`config.mk`:
```
export PLATFORM = sky130hd
export DESIGN_NAME = parity_mem_writer
export DESIGN_NICKNAME = d
export VERILOG_FILES = /design/src/rtl/parity_mem_writer_pkg.sv /design/src/rtl/parity_mem_writer_parity_gen.sv /design/src/rtl/parity_mem_writer.sv
export SDC_FILE = /design/constraint.sdc
export NUM_CORES = 1
export LEC_CHECK = 0
export BUFFER_PORTS_ARGS = -buffer_cell sky130_fd_sc_hd__buf_2
export CORE_ASPECT_RATIO = 1.4
export CORE_MARGIN = 4
export CORE_UTILIZATION = 52
export CTS_CLUSTER_DIAMETER = 40
export DETAILED_ROUTE_END_ITERATION = 12
export GPL_ROUTABILITY_DRIVEN = 0
export PLACE_DENSITY = 0.67
export SETUP_SLACK_MARGIN = 0.3
export SLEW_MARGIN = 15
export SYNTH_ARGS = -nofsm -noshare
export SYNTH_HDL_FRONTEND = slang
export SYNTH_SLANG_ARGS = --single-unit
```
`constraint.sdc`:
```
create_clock -name clk -period 4.36 [get_ports clk]
set_clock_uncertainty 0.05 [all_clocks]
set_input_delay 0.872 -clock clk [delete_from_list [all_inputs] [get_ports clk]]
set_output_delay 0.872 -clock clk [all_outputs]
set_load 0.005 [all_outputs]
```
`src/rtl/parity_mem_writer_pkg.sv`:
```
// -----------------------------------------------------------------------------
// parity_mem_writer_pkg
//   Shared definitions for the parity memory writer:
//     - default data/address widths
//     - FSM state encoding
//     - parity sense helper (even/odd select)
//     - parity bit of the all-zero data word (used to build the clear word)
// -----------------------------------------------------------------------------
package parity_mem_writer_pkg;

  localparam int unsigned DW_DEF = 8;
  localparam int unsigned AW_DEF = 3;

  typedef enum logic [1:0] {
    ST_IDLE   = 2'd0,
    ST_WRITE  = 2'd1,
    ST_VERIFY = 2'd2,
    ST_CLEAR  = 2'd3
  } state_e;

  // Turns the raw XOR reduction of a data word into the stored parity bit.
  function automatic logic apply_sense(input logic even_par, input logic odd);
    return even_par ^ odd;
  endfunction

  // Parity bit that makes an all-zero data word consistent.
  function automatic logic zero_word_par(input logic odd);
    return apply_sense(1'b0, odd);
  endfunction

endpackage

```
`src/rtl/parity_mem_writer_parity_gen.sv`:
```
// -----------------------------------------------------------------------------
// parity_mem_writer_parity_gen
//   Combinational parity generator: XOR-reduce of a DW-bit word with
//   even/odd sense selected by ODD.
//   Ports:
//     data_i  in  DW  word to protect
//     par_o   out 1   parity bit that makes {par_o, data_i} consistent
// -----------------------------------------------------------------------------
module parity_mem_writer_parity_gen
  import parity_mem_writer_pkg::*;
#(
  parameter int unsigned DW  = DW_DEF,
  parameter bit          ODD = 1'b0
) (
  input  logic [DW-1:0] data_i,
  output logic          par_o
);

  assign par_o = apply_sense(^data_i, ODD);

endmodule

```
`src/rtl/parity_mem_writer.sv`:
```
// -----------------------------------------------------------------------------
// parity_mem_writer
//   Write side of a small parity-protected store (2**AW entries of DW+1 bits,
//   word format {parity, data}). Writes arrive over valid/ready, get parity
//   generated, are written, then the entry is re-read and its stored parity
//   is checked. A swept clear rewrites every entry with the consistent zero
//   word. The combinational read view matches the existing ROM readers.
//   Ports:
//     clk, rst_n     clock, asynchronous active-low reset
//     wr_valid/ready write handshake (ready only in IDLE with clr low)
//     wr_addr/data   write address / data
//     inject_err     captured with the handshake; flips the stored parity bit
//     clr            start a clear sweep (accepted only in IDLE, beats writes)
//     wr_done        one-cycle pulse after a write's verify step
//     busy           FSM not in IDLE
//     perr_sticky    verify mismatch seen since reset/clear
//     perr_addr      address of the latest verify mismatch
//     rd_addr        read address
//     rd_num/parity  data and parity of the addressed entry (combinational)
//     rd_perr        parity mismatch on the addressed entry (combinational)
// -----------------------------------------------------------------------------
module parity_mem_writer
  import parity_mem_writer_pkg::*;
#(
  parameter int unsigned DW         = DW_DEF,
  parameter int unsigned AW         = AW_DEF,
  parameter bit          PARITY_ODD = 1'b0
) (
  input  logic          clk,
  input  logic          rst_n,
  input  logic          wr_valid,
  output logic          wr_ready,
  input  logic [AW-1:0] wr_addr,
  input  logic [DW-1:0] wr_data,
  input  logic          inject_err,
  input  logic          clr,
  output logic          wr_done,
  output logic          busy,
  output logic          perr_sticky,
  output logic [AW-1:0] perr_addr,
  input  logic [AW-1:0] rd_addr,
  output logic [DW-1:0] rd_num,
  output logic          rd_parity,
  output logic          rd_perr
);

  localparam int unsigned WORD_W = DW + 1;
  localparam int          DEPTH  = 1 << AW;
  localparam logic [WORD_W-1:0] ZERO_WORD = {zero_word_par(PARITY_ODD), {DW{1'b0}}};
  localparam logic [AW-1:0] LAST_PTR = AW'(DEPTH - 1);

  state_e              state_q;
  logic [WORD_W-1:0]   mem_q [DEPTH];
  logic [AW-1:0]       addr_q;
  logic [DW-1:0]       data_q;
  logic                inj_q;
  logic [AW-1:0]       ptr_q;
  logic                wr_done_q;
  logic                perr_sticky_q;
  logic [AW-1:0]       perr_addr_q;

  logic [WORD_W-1:0]   vword_s;
  logic [WORD_W-1:0]   rword_s;
  logic                par_w_s;
  logic                par_v_s;
  logic                par_r_s;

  // The verify step re-reads the entry that WRITE just stored.
  assign vword_s = mem_q[addr_q];
  assign rword_s = mem_q[rd_addr];

  parity_mem_writer_parity_gen #(.DW(DW), .ODD(PARITY_ODD)) u_gen_wr (
    .data_i (data_q),
    .par_o  (par_w_s)
  );

  parity_mem_writer_parity_gen #(.DW(DW), .ODD(PARITY_ODD)) u_chk_verify (
    .data_i (vword_s[DW-1:0]),
    .par_o  (par_v_s)
  );

  parity_mem_writer_parity_gen #(.DW(DW), .ODD(PARITY_ODD)) u_chk_read (
    .data_i (rword_s[DW-1:0]),
    .par_o  (par_r_s)
  );

  // FSM, storage array and status registers.
  always_ff @(posedge clk or negedge rst_n) begin
    if (!rst_n) begin
      state_q       <= ST_IDLE;
      for (int i = 0; i < DEPTH; i++) begin
        mem_q[i] <= ZERO_WORD;
      end
      addr_q        <= '0;
      data_q        <= '0;
      inj_q         <= 1'b0;
      ptr_q         <= '0;
      wr_done_q     <= 1'b0;
      perr_sticky_q <= 1'b0;
      perr_addr_q   <= '0;
    end else begin
      wr_done_q <= 1'b0;
      case (state_q)
        ST_IDLE: begin
          // clr wins over a simultaneous write (wr_ready is low then).
          if (clr) begin
            state_q       <= ST_CLEAR;
            ptr_q         <= '0;
            perr_sticky_q <= 1'b0;
            perr_addr_q   <= '0;
          end else if (wr_valid) begin
            addr_q  <= wr_addr;
            data_q  <= wr_data;
            inj_q   <= inject_err;
            state_q <= ST_WRITE;
          end else begin
            state_q <= ST_IDLE;
          end
        end
        ST_WRITE: begin
          mem_q[addr_q] <= {par_w_s ^ inj_q, data_q};
          state_q       <= ST_VERIFY;
        end
        ST_VERIFY: begin
          if (vword_s[DW] != par_v_s) begin
            perr_sticky_q <= 1'b1;
            perr_addr_q   <= addr_q;
          end else begin
            perr_sticky_q <= perr_sticky_q;
          end
          wr_done_q <= 1'b1;
          state_q   <= ST_IDLE;
        end
        ST_CLEAR: begin
          mem_q[ptr_q] <= ZERO_WORD;
          if (ptr_q == LAST_PTR) begin
            state_q <= ST_IDLE;
          end else begin
            ptr_q <= ptr_q + AW'(1);
          end
        end
        default: begin
          state_q <= ST_IDLE;
        end
      endcase
    end
  end

  assign wr_ready    = (state_q == ST_IDLE) && !clr;
  assign busy        = (state_q != ST_IDLE);
  assign wr_done     = wr_done_q;
  assign perr_sticky = perr_sticky_q;
  assign perr_addr   = perr_addr_q;

  assign rd_num    = rword_s[DW-1:0];
  assign rd_parity = rword_s[DW];
  assign rd_perr   = (rword_s[DW] != par_r_s);

endmodule
```
* Word-level counts from Yosys, hierarchy flattened
Index checks and enable logic that the tools add are counted.
** Storage, ports and cells
- Bits of input ports :: 19
- Word-level logic and storage cells :: 79
- Flip-flop bits (word level) :: 94
- Output and inout port bits :: 17
** Operators by class
- Mux-type cells :: 25
- Bitwise logic cells :: 7
- Magnitude comparators :: 5
- Add/sub/neg operators :: 1
- Reductions and logical operators :: 15
- Equal/unequal tests :: 10
** Operator list (number)
- $pmux 72 s2 :: 1
- $and 72x72->72 :: 1
- $bwmux 72 :: 1
- $not 72->72 :: 1
- $bmux 9 s3 :: 2
- $demux 9 s3 :: 2
- $mux 9 :: 6
- $reduce_xor 8->1 :: 3
- $ge 4x4->1 const B :: 3
- $not 3->4 :: 3
- $pmux 3 s2 :: 2
- $mux 3 :: 3
- $reduce_and 3->1 :: 3
- $lt 4x1->1 const B :: 2
- $ne 2x2->1 const B :: 4
- $pmux 2 s4 :: 1
- $reduce_bool 2->1 :: 4
- $eq 2x2->1 const B :: 2
- $mux 1 :: 4
- $mux 2 :: 2
- $add 3x1->3 const B :: 1
- $eq 3x3->1 const B :: 1
- $logic_and 1x1->1 :: 3
- $eq 2x1->1 const B :: 1
- 6 further kinds :: 7

* Longest topological paths before layout
Gate-level depths: netlist of run 1.
- Depth after elaboration :: 8
- Depth in mapped cells :: 11
- Depth with buffers taken out :: 8

* Cells and area by module
From an unflattened synthesis of run 1, not the netlist that was laid out.
** Second synthesis, totals
- Cells, all modules :: 405
- Area, all modules :: 5013.6 um^2
** By module, submodules not included
- parity_mem_writer :: instances 1, area an instance 4829.6 um^2, cells each 384, sequential area each 2352.3 um^2
- parity_mem_writer_parity_gen :: instances 3, area an instance 61.3 um^2, cells each 7, sequential area each 0.0 um^2

* Worst setup path before layout of run 1
Ideal clock, no wire load.
- Kind :: input to output
- From :: input rd_addr[0]
- To :: output rd_perr
- Arrival time :: 2.726 ns
- Data required time :: 3.438 ns
- Cell stages on the path :: 7
- Buffers on the path :: 2
- Path slack :: 0.712 ns
- Cells stage by stage :: buf_2 > buf_4 > mux4_2 > mux2_2 > xor2_1 > xor3_1 > xnor3_1
** Between the ends
- Elaborated cells on any way between the ends :: 6
- Those cells by class :: eq/ne: 1; mux: 3; bitwise: 1; reduce/logical: 1
** RTL lines
- start, declared :: RTL line parity_mem_writer.sv:41 : input logic [AW-1:0] rd_addr,
- $not 3->4 (not written as such) :: RTL line parity_mem_writer.sv:70 : assign rword_s = mem_q[rd_addr];
- $bmux 9 s3 :: RTL line parity_mem_writer.sv:70
- $mux 9 (not written as such) (2 in series) :: RTL line parity_mem_writer.sv:70
- via rd_parity :: RTL line parity_mem_writer.sv:43 : output logic rd_parity,
- $ne 1x1->1 :: RTL line parity_mem_writer.sv:157 : assign rd_perr = (rword_s[DW] != par_r_s);
- end, declared :: RTL line parity_mem_writer.sv:44 : output logic rd_perr
The timed path passes the listed nets, and every way through them passes these cells. The select of a mux whose other input is x is not followed.

* Final worst setup path of run 1
- From :: input rd_addr[0]
- To :: output rd_perr
** Between the ends
- Longest elaborated chain between the ends :: 6
** Ends and longest elaborated chain
- $not 3->4 (not written as such) (*) :: RTL line parity_mem_writer.sv:70
- $bmux 9 s3 (*) :: RTL line parity_mem_writer.sv:70
- $mux 9 (not written as such) (*) (2 in series) :: RTL line parity_mem_writer.sv:70
- $reduce_xor 8->1 :: RTL line parity_mem_writer_parity_gen.sv:19 : assign par_o = apply_sense(^data_i, ODD);
- $ne 1x1->1 (*) :: RTL line parity_mem_writer.sv:157
Mark *: on every way between the ends. The rest lies on a longest branch, timed or not. The select of a mux whose other input is x is not followed.

==> run summary, run 1 <==
The run finished with clean final reports. The total wire length came out at between 10 and 15 mm. The count of hold-fix buffers inserted at cts is 0.

The peak per-stage delay on the critical path is approximately 0.55 ns. The pre-CTS setup slack is around 0.32 ns. The flip-flop and latch count after synthesis came out at 94. The cell count after synthesis came out at around 400. The post-synth design cell area came out at slightly above 5000 sq um. The worst hold margin is between 0.4 and 0.5 ns. After the first detailed-routing iteration, the DRC count stood at around 290. Along the worst path, the maximum fanout reaches 17. Dividing the final minimum period by the clock period gives about nine tenths. In this run the count of I/O pins placed on the die edge is 36. The depth of the worst register-to-register path is 8. The die covers about 11000 sq um. Detailed placement ended at an HPWL of about 9.0 mm.

The count of pins over their slew limit is 0. After the flow finishes, the layout carries non-filler instances totaling between 500 and 600. The layout overhead on the synthesized area is 10.5%.

The number of sinks handled by clock tree synthesis came out at 94. The remaining routing DRC violations came out at 0. The number of nets in the final layout is 445. The maximum buffer depth of the clock tree is 2.

The share of cells above drive strength 1 is ~25%. The highest metal layer used by the detailed router is met4. The worst hold path class is reg2reg.

STA classifies the critical path endpoint as an output port. The cell type contributing the most total cell area after synthesis is sky130_fd_sc_hd__dfrtp_1. The ratio of routed vias to standard cells came out at approximately 6.7. The number of buffer and inverter instances along the worst setup path is 2. For this design the static power due to leakage is 0.00258 uW.

The maximum VDD drop is 467 uV. The highest clock frequency the design can meet came out at about 260 MHz. By count the netlist is led by sky130_fd_sc_hd__dfrtp_1, sky130_fd_sc_hd__a22o_1, sky130_fd_sc_hd__mux4_2, sky130_fd_sc_hd__nand2_1, sky130_fd_sc_hd__nor2_1.

The die is between 100 and 150 um tall. The detailed-routed wire length on met2 came out at roughly 6.6 mm. The post-CTS repair timing setup buffer count is 0. The worst setup path is of the in2out kind. Along the worst hold path, the cell count comes to 1. In the final routed layout, each cell accounts on average for around 25 um. The number of buffers inserted by port buffering is 35. The placeable core area came out at roughly 9500 sq um. The initialized floorplan defines 42 standard-cell rows. The repair_antennas step left the layout with diodes totalling 0.

The data arrival time of the critical path is around 3 ns. The final critical path time including I/O delays and setup is between 3 and 4 ns. The first global-routing pass estimated between 20 and 25 mm of wire. The number of optimization iterations in the first detailed-route pass came out at 4. The final design utilization came out at approximately three fifths. The data required time at the worst endpoint came out at between 3 and 4 ns. Dividing total power by cell area gives a power density of approximately 840 nW/um^2. The kind of cell adding the most delay to the critical path is multiplexers. The via count of the first global-routing pass came out at about 3600. The initial antenna violation count came out at 0. The total routed wire length on the met1 layer came out at about 5.3 mm. After synthesis, the mean cell area works out to approximately 13 sq um. The register clock-pin slew on the reported worst setup and hold paths came out at approximately 0.060 ns. Setup total negative slack on the finished layout was measured at 0 ns. The slew of the pin with the lowest slew margin is 1.12 ns. The effective utilization at floorplan is 53.5%. The most numerous cell type found on the critical path is sky130_fd_sc_hd__xnor3_1. For this run, the number of Yosys warnings is 0. The routed length on met3 came out at 1.00 mm. The number of hold violations in the final report was 0. The most common cell in the netlist is sky130_fd_sc_hd__dfrtp_1.

The number of buffers inserted during clock tree synthesis came out at 9. The cell with the biggest individual delay on the critical path is sky130_fd_sc_hd__mux4_2. The H-tree was split into 3 levels. In this run the number of cells on the critical path is 7. The critical path goes through clkbuf_4 > mux4_2 > mux2_2 > xor2_1 > xnor3_1 > xnor3_1 > buf_2. The pin count of the biggest net entering global routing is 84. The number of placed instances, taps included is 522. Clock tree synthesis selected as its root buffer the cell sky130_fd_sc_hd__clkbuf_16. The clock network latency to the later pin of the worst-skew pair came out at 0.34 ns.

The number of flops mapped to enable cells by yosys is 0. After synthesis, the cell types taking the most area are sky130_fd_sc_hd__dfrtp_1, sky130_fd_sc_hd__a22o_1, sky130_fd_sc_hd__mux4_2. The number of max-cap violations came out at 0. The count of antenna-violating nets left after detailed routing is 0. The relative slew slack came out at about 25%. The die width is between 90 and 100 um. The remaining global-route overflow came out at 0. The proportion of register bits with asynchronous set or reset after synthesis is 100%.

The final-report setup violation count came out at 0. Setup repair after global routing left no endpoint under its margin. The total number of vias came out at between 3000 and 4000. STA classifies the critical path startpoint as an input port.

In the synthesized netlist the dominant register cell turns out to be sky130_fd_sc_hd__dfrtp_1. The post-synthesis cell type count came out at 54. Setup slack closes at 0.456 ns.

The sequential-to-total area share from yosys stat is 46.5%. The number of nets in the synthesized netlist is 418. TritonCTS built the clock tree. The share of synthesized area in the top cell type comes to a little under half. Across every metal layer, demand over resource in global routing totals roughly a quarter.
[flip-flops by register name, summed over array words and instances, names as in the netlist]
signal,cells
mem_q,72
data_q,8
addr_q,3
perr_addr,3
ptr_q,3
state_q,2
inj_q,1
perr_sticky,1
wr_done,1
[worst paths after layout]
| check | startpoint | end | slack, ns |
|---|---|---|---|
| worst min-delay path | perr_sticky | perr_sticky | 0.43 |
| worst max-delay path | rd_addr[0] | rd_perr | 0.46 |
| max in group asynchronous | rst_n | data_q[7] | 3.15 |
| worst min register to register | perr_sticky | perr_sticky | 0.43 |
| min in group asynchronous | rst_n | ptr_q[2] | 0.50 |
| worst max register to register | addr_q[1] | perr_addr[1] | 1.43 |
[power by group]
group          switching, uW  leakage, uW  internal [uW]
Sequential               505      0.00123           1230
Combinational            986      0.00121           1160
Clock                    324     0.000148            505
[routing by layer]
layer / GRT usage (%) / up-vias
met3: 4.95 / 32
met4: 11.5 / 0
met2: 38.2 / 149
met5: 0 / -
li1: - / 1579
met1: 32.4 / 1854
[layout make-up]
type,instances,area [sq um]
Sequential cell,94,2350
Clock inverter,3,68.8
Clock buffer,13,240
Multi-Input combinational cell,268,2490
Fill cell,754,3870
Tap cell,110,138
Timing Repair Buffer,46,278
Inverter,5,20.0
[worst reg2reg max path, cell delays in order, from the launching register on]
cell and delay [ns]:
sky130_fd_sc_hd__dfrtp_1 0.84, sky130_fd_sc_hd__or2_1 0.37, sky130_fd_sc_hd__o32ai_2 0.14, sky130_fd_sc_hd__a211oi_2 0.22, sky130_fd_sc_hd__o31ai_1 0.11, sky130_fd_sc_hd__xnor2_1 0.34
sky130_fd_sc_hd__xnor2_2 0.17, sky130_fd_sc_hd__mux2i_2 0.37, sky130_fd_sc_hd__mux2i_1 0.22
[cell families (layout without fill, tap and decap cells)]
logic type,Yosys count,count (layout),synth area share (%)
buffers and inverters,35,67,4.23
XOR/XNOR,34,34,6.87
multiplexers,54,54,17.8
AO/OA/AOI/OAI,107,107,17.0
AND/OR/NAND/NOR,71,71,7.19
adder cells (fa/ha/maj),2,2,0.494
flip-flops,94,94,46.5
[through the flow]
stage	area, sq um	total power [uW]
after floorplan	5060	3350
after global placement	5260	3820
after detailed placement	5260	3870
after CTS	5570	4720
after global routing	5590	4980
final	5590	4710
[repair_timing]
action	CTS	global route
gates resized for setup	0	2
hold endpoints to repair	0	0
setup endpoints to repair	0	1
[layout by cell type (no fill, tap or decap), types with 10 or more instances in the layout]
master / n
sky130_fd_sc_hd__mux2_2: 18
sky130_fd_sc_hd__nor2_1: 19
sky130_fd_sc_hd__dfrtp_1: 94
sky130_fd_sc_hd__xnor2_1: 12
sky130_fd_sc_hd__buf_4: 11
sky130_fd_sc_hd__a21oi_1: 10
sky130_fd_sc_hd__mux4_2: 24
sky130_fd_sc_hd__xor2_1: 18
sky130_fd_sc_hd__buf_2: 32
sky130_fd_sc_hd__a22o_1: 64
sky130_fd_sc_hd__nand2_1: 21
Note: power is estimated with default switching activity, not from simulation.
==> run 2, diff against run 1 <==
--- a/config.mk
+++ b/config.mk
@@ -8,11 +8,11 @@
 export BUFFER_PORTS_ARGS = -buffer_cell sky130_fd_sc_hd__buf_2
 export CORE_ASPECT_RATIO = 1.4
 export CORE_MARGIN = 4
-export CORE_UTILIZATION = 52
+export CORE_UTILIZATION = 60
 export CTS_CLUSTER_DIAMETER = 40
 export DETAILED_ROUTE_END_ITERATION = 12
 export GPL_ROUTABILITY_DRIVEN = 0
-export PLACE_DENSITY = 0.67
+export PLACE_DENSITY = 0.76
 export SETUP_SLACK_MARGIN = 0.3
 export SLEW_MARGIN = 15
 export SYNTH_ARGS = -nofsm -noshare
==> run 2 against run 1 <==
Effect of this change: register-to-register slack worse by 0.40 ns; sequential share of layout area grew 0.25 points; critical path type unchanged; critical endpoint unchanged; clock power down 2%; combinational power about the same; non-clock buffer count decreased by 1; largest power group unchanged; via count is 4.7% higher; wire length rose by 3.4%; die area is 12% lower; largest cell class unchanged; first-iteration DRC count grew 49%; total power increased by 0.80%; count of clock-buffer cells in the layout fell by 1.
==> run summary, run 2 (synthesis results as in run 1) <==
The pre-CTS setup slack came out at 0.444 ns (+0.119 ns). The data required time at the worst endpoint is 3.44 ns (about the same). The clock network latency to the later pin of the worst-skew pair came out at 0.35 ns (about the same). The count of antenna-violating nets left after detailed routing was 0 (unchanged). The number of buffers inserted during clock tree synthesis came out at 9 (unchanged).

The relative slew slack came out at 20.6% (-4.2 points). The initial antenna violation count is 0 (unchanged). The worst hold path class is reg2reg. The fraction of power consumed by sequential logic is 38.4% (+1.5 points). The final design utilization is 67.8% (+8.7 points).

The floorplan die area came out at 9990 sq um (-12%). The flow ran to the end, and the final reports show no timing, DRC or antenna violations. The critical path is of the in2out type. The count of pins over their slew limit came out at 0 (unchanged). The proportion of total power due to net switching is 39.8% (+1.3 points). The ratio of routed vias to standard cells is 7.14 (+6.5%). The layout overhead on the synthesized area came out at 9.84%. The number of antenna diodes came out at 0 (unchanged).

Walking the worst path, the cells encountered are buf_2 > buf_4 > mux4_2 > mux2_2 > xor2_1 > xor3_1 > xnor3_1 > buf_2. The final critical path time including I/O delays and setup was 3.97 ns (+0.0672 ns). The post-route clock period utilization came to 91.1% (+1.5 points).

The maximum VDD drop came out at 609 uV (+31%). The cell occurring most often along the worst timing path is sky130_fd_sc_hd__buf_2. The net load switching power is 1890 uW (+4.1%). The data arrival time of the critical path is 3.05 ns (+0.07 ns).

The post-CTS repair timing setup buffer count was 0 (unchanged). TritonCTS built the clock tree. The final-report setup violation count is 0 (unchanged). The critical path starts at rd_addr[0]. The remaining routing DRC violations came to 0 (unchanged). The total number of vias came to 3785 (+4.7%). The number of H-tree levels came out at 3 (unchanged).

The total wire length was 13.9 mm (+3.4%). The global-route usage over all layers is 30.2% (+5.8 points). The maximum fanout along the worst path is 8 (-9).

The remaining global-route overflow is 0 (unchanged). The worst setup path is captured at an output port. The power density over cell area came out at 854 nW/um^2 (+1.4%). The highest clock frequency the design can meet came out at 252 MHz (-1.7%). The number of violations reported at the end of detailed-routing iteration 0 came out at 424 (+49%). The die width was 85.6 um (-6.3%). The vertical extent of the die came out at 117 um (-6.5%).

The reg-to-reg critical path startpoint is addr_q[2]. The top cell types in the final layout, fill and taps aside, are sky130_fd_sc_hd__dfrtp_1, sky130_fd_sc_hd__a22o_1, sky130_fd_sc_hd__buf_2. The startpoint identified for the worst hold timing path is perr_sticky. The number of sinks handled by clock tree synthesis is 94 (unchanged). The maximum buffer depth of the clock tree came out at 2 (unchanged). mem_q holds more flip-flops than any other register.

The library cell used most frequently in the layout, excluding fill and tap cells, is sky130_fd_sc_hd__dfrtp_1. The wire length of the first global-routing pass is 21.9 mm (+3.8%). The worst hold margin came out at 0.439 ns (+0.00817 ns).

The placeable core area is 8200 sq um (-13%). The half-perimeter wire length of the detailed placement result came out at 9.27 mm (+2.9%). The via count of the first global-routing pass is 3800 (+5.8%). The number of hold violations in the final report came out at 0 (unchanged).

The number of instances resized during post-cts repair is 0 (unchanged). The clock share of power is 17.1% (-0.5 points). The pin count of the biggest net entering global routing came out at 74 (-12%). The detail-routed net length per standard cell is 26.2 um (+5.2%). The effective utilization at floorplan is 61.7% (+8.2 points). The slew of the pin with the lowest slew margin was 1.18 ns (+0.0629 ns). The number of nets in the final layout was 444 (-0.22%). The cell-internal power is 2860 uW (-1.3%). The root buffer cell chosen for the clock tree is sky130_fd_sc_hd__clkbuf_16.

Setup repair after global routing left no endpoint under its margin. The total negative slack for setup checks is 0 ns (unchanged). The number of max-cap violations was 0 (unchanged). The largest individual stage delay along the critical path comes from the cell sky130_fd_sc_hd__mux4_2.

The largest registers in the layout are mem_q: 72 flops, data_q: 8 flops. The number of buffers inserted by port buffering is 35 (unchanged). The number of optimization iterations in the first detailed-route pass came out at 5 (+1).

The count of hold-fix buffers inserted at cts came out at 0 (unchanged). The I/O pin count is 36 (unchanged). The share of cells above drive strength 1 is 25.9% (+0.53 points). The flip-flop count of the largest register after layout is 72 (unchanged). The minimum setup slack in the final design is 0.389 ns (-0.0672 ns).

The register clock-pin slew on the reported worst setup and hold paths came out at 0.06 ns (about the same). STA classifies the critical path startpoint as an input port. The peak per-stage delay on the critical path was 0.52 ns (-0.03 ns). The leakage power is 0.00257 uW (-0.39%). The combinational share of power came to 44.5% (-1.0 points). The standard-cell row count is 39 (-7.1%).
==> run 2: changes by cell type in the layout (fill, tap and decap cells not counted) <==
cell / before / now
sky130_fd_sc_hd__buf_12: 1 / 0
sky130_fd_sc_hd__buf_2: 32 / 34
sky130_fd_sc_hd__bufinv_16: 2 / 1
sky130_fd_sc_hd__clkbuf_1: 4 / 1
sky130_fd_sc_hd__clkbuf_4: 2 / 0
sky130_fd_sc_hd__clkbuf_8: 0 / 2
sky130_fd_sc_hd__clkinv_4: 1 / 2
sky130_fd_sc_hd__clkinvlp_4: 0 / 1
==> run 2: per-stage QoR <==
| step | power [uW] | instances | area, sq um |
|---|---|---|---|
| after floorplan | 3350 | 397 | 5060 |
| after detailed placement | 3890 | 514 | 5250 |
| after global routing | 4990 | 530 | 5560 |
| after CTS | 4730 | 530 | 5560 |
| after global placement | 3810 | 514 | 5250 |
| final | 4750 | 530 | 5560 |
==> run 2: power by group through the flow <==
stage / Sequential, uW / Combinational, uW / Clock (uW)
after floorplan: 1450 / 1900 / 0
after global placement: 1790 / 2010 / 0
after detailed placement: 1810 / 2080 / 0
after CTS: 1800 / 2100 / 824
after global routing: 1870 / 2270 / 857
final: 1830 / 2110 / 811
==> run 2: metal layers <==
metal | wire length [um] | GRT usage (%) | share of wire [%] | vias up
li1 | - | - | - | 1576
met1 | 4960 | 39.4 | 36 | 1866
met2 | 6690 | 47.9 | 48 | 287
met3 | 1510 | 6.56 | 11 | 56
met4 | 732 | 15.3 | 5.3 | 0
met5 | 0 | 0 | 0 | -
==> run 2: final timing paths <==
path,endpoint,slack [ns],cells after the start
setup / recovery,rd_perr,0.39,8
hold / removal,perr_sticky,0.44,1
setup reg to reg,perr_addr[0],1.03,8
hold reg to reg,perr_sticky,0.44,1
max in group asynchronous,mem_q[61],2.82,2
min in group asynchronous,ptr_q[1],0.62,1
==> run 2: worst max-delay path: cells and delay by family <==
| family | cells | cell delay [ns] |
|---|---|---|
| XOR/XNOR | 3 | 0.77 |
| buffers and inverters | 3 | 0.57 |
| multiplexers | 2 | 0.82 |
==> run 2: cell type report <==
class / count / area (sq um)
tap: 102 / 128
clock inverter: 4 / 55.1
inverter: 5 / 20.0
multi-input combinational: 268 / 2490
timing repair buffer: 45 / 253
sequential: 94 / 2350
clock buffer: 12 / 256
fill: 608 / 2640
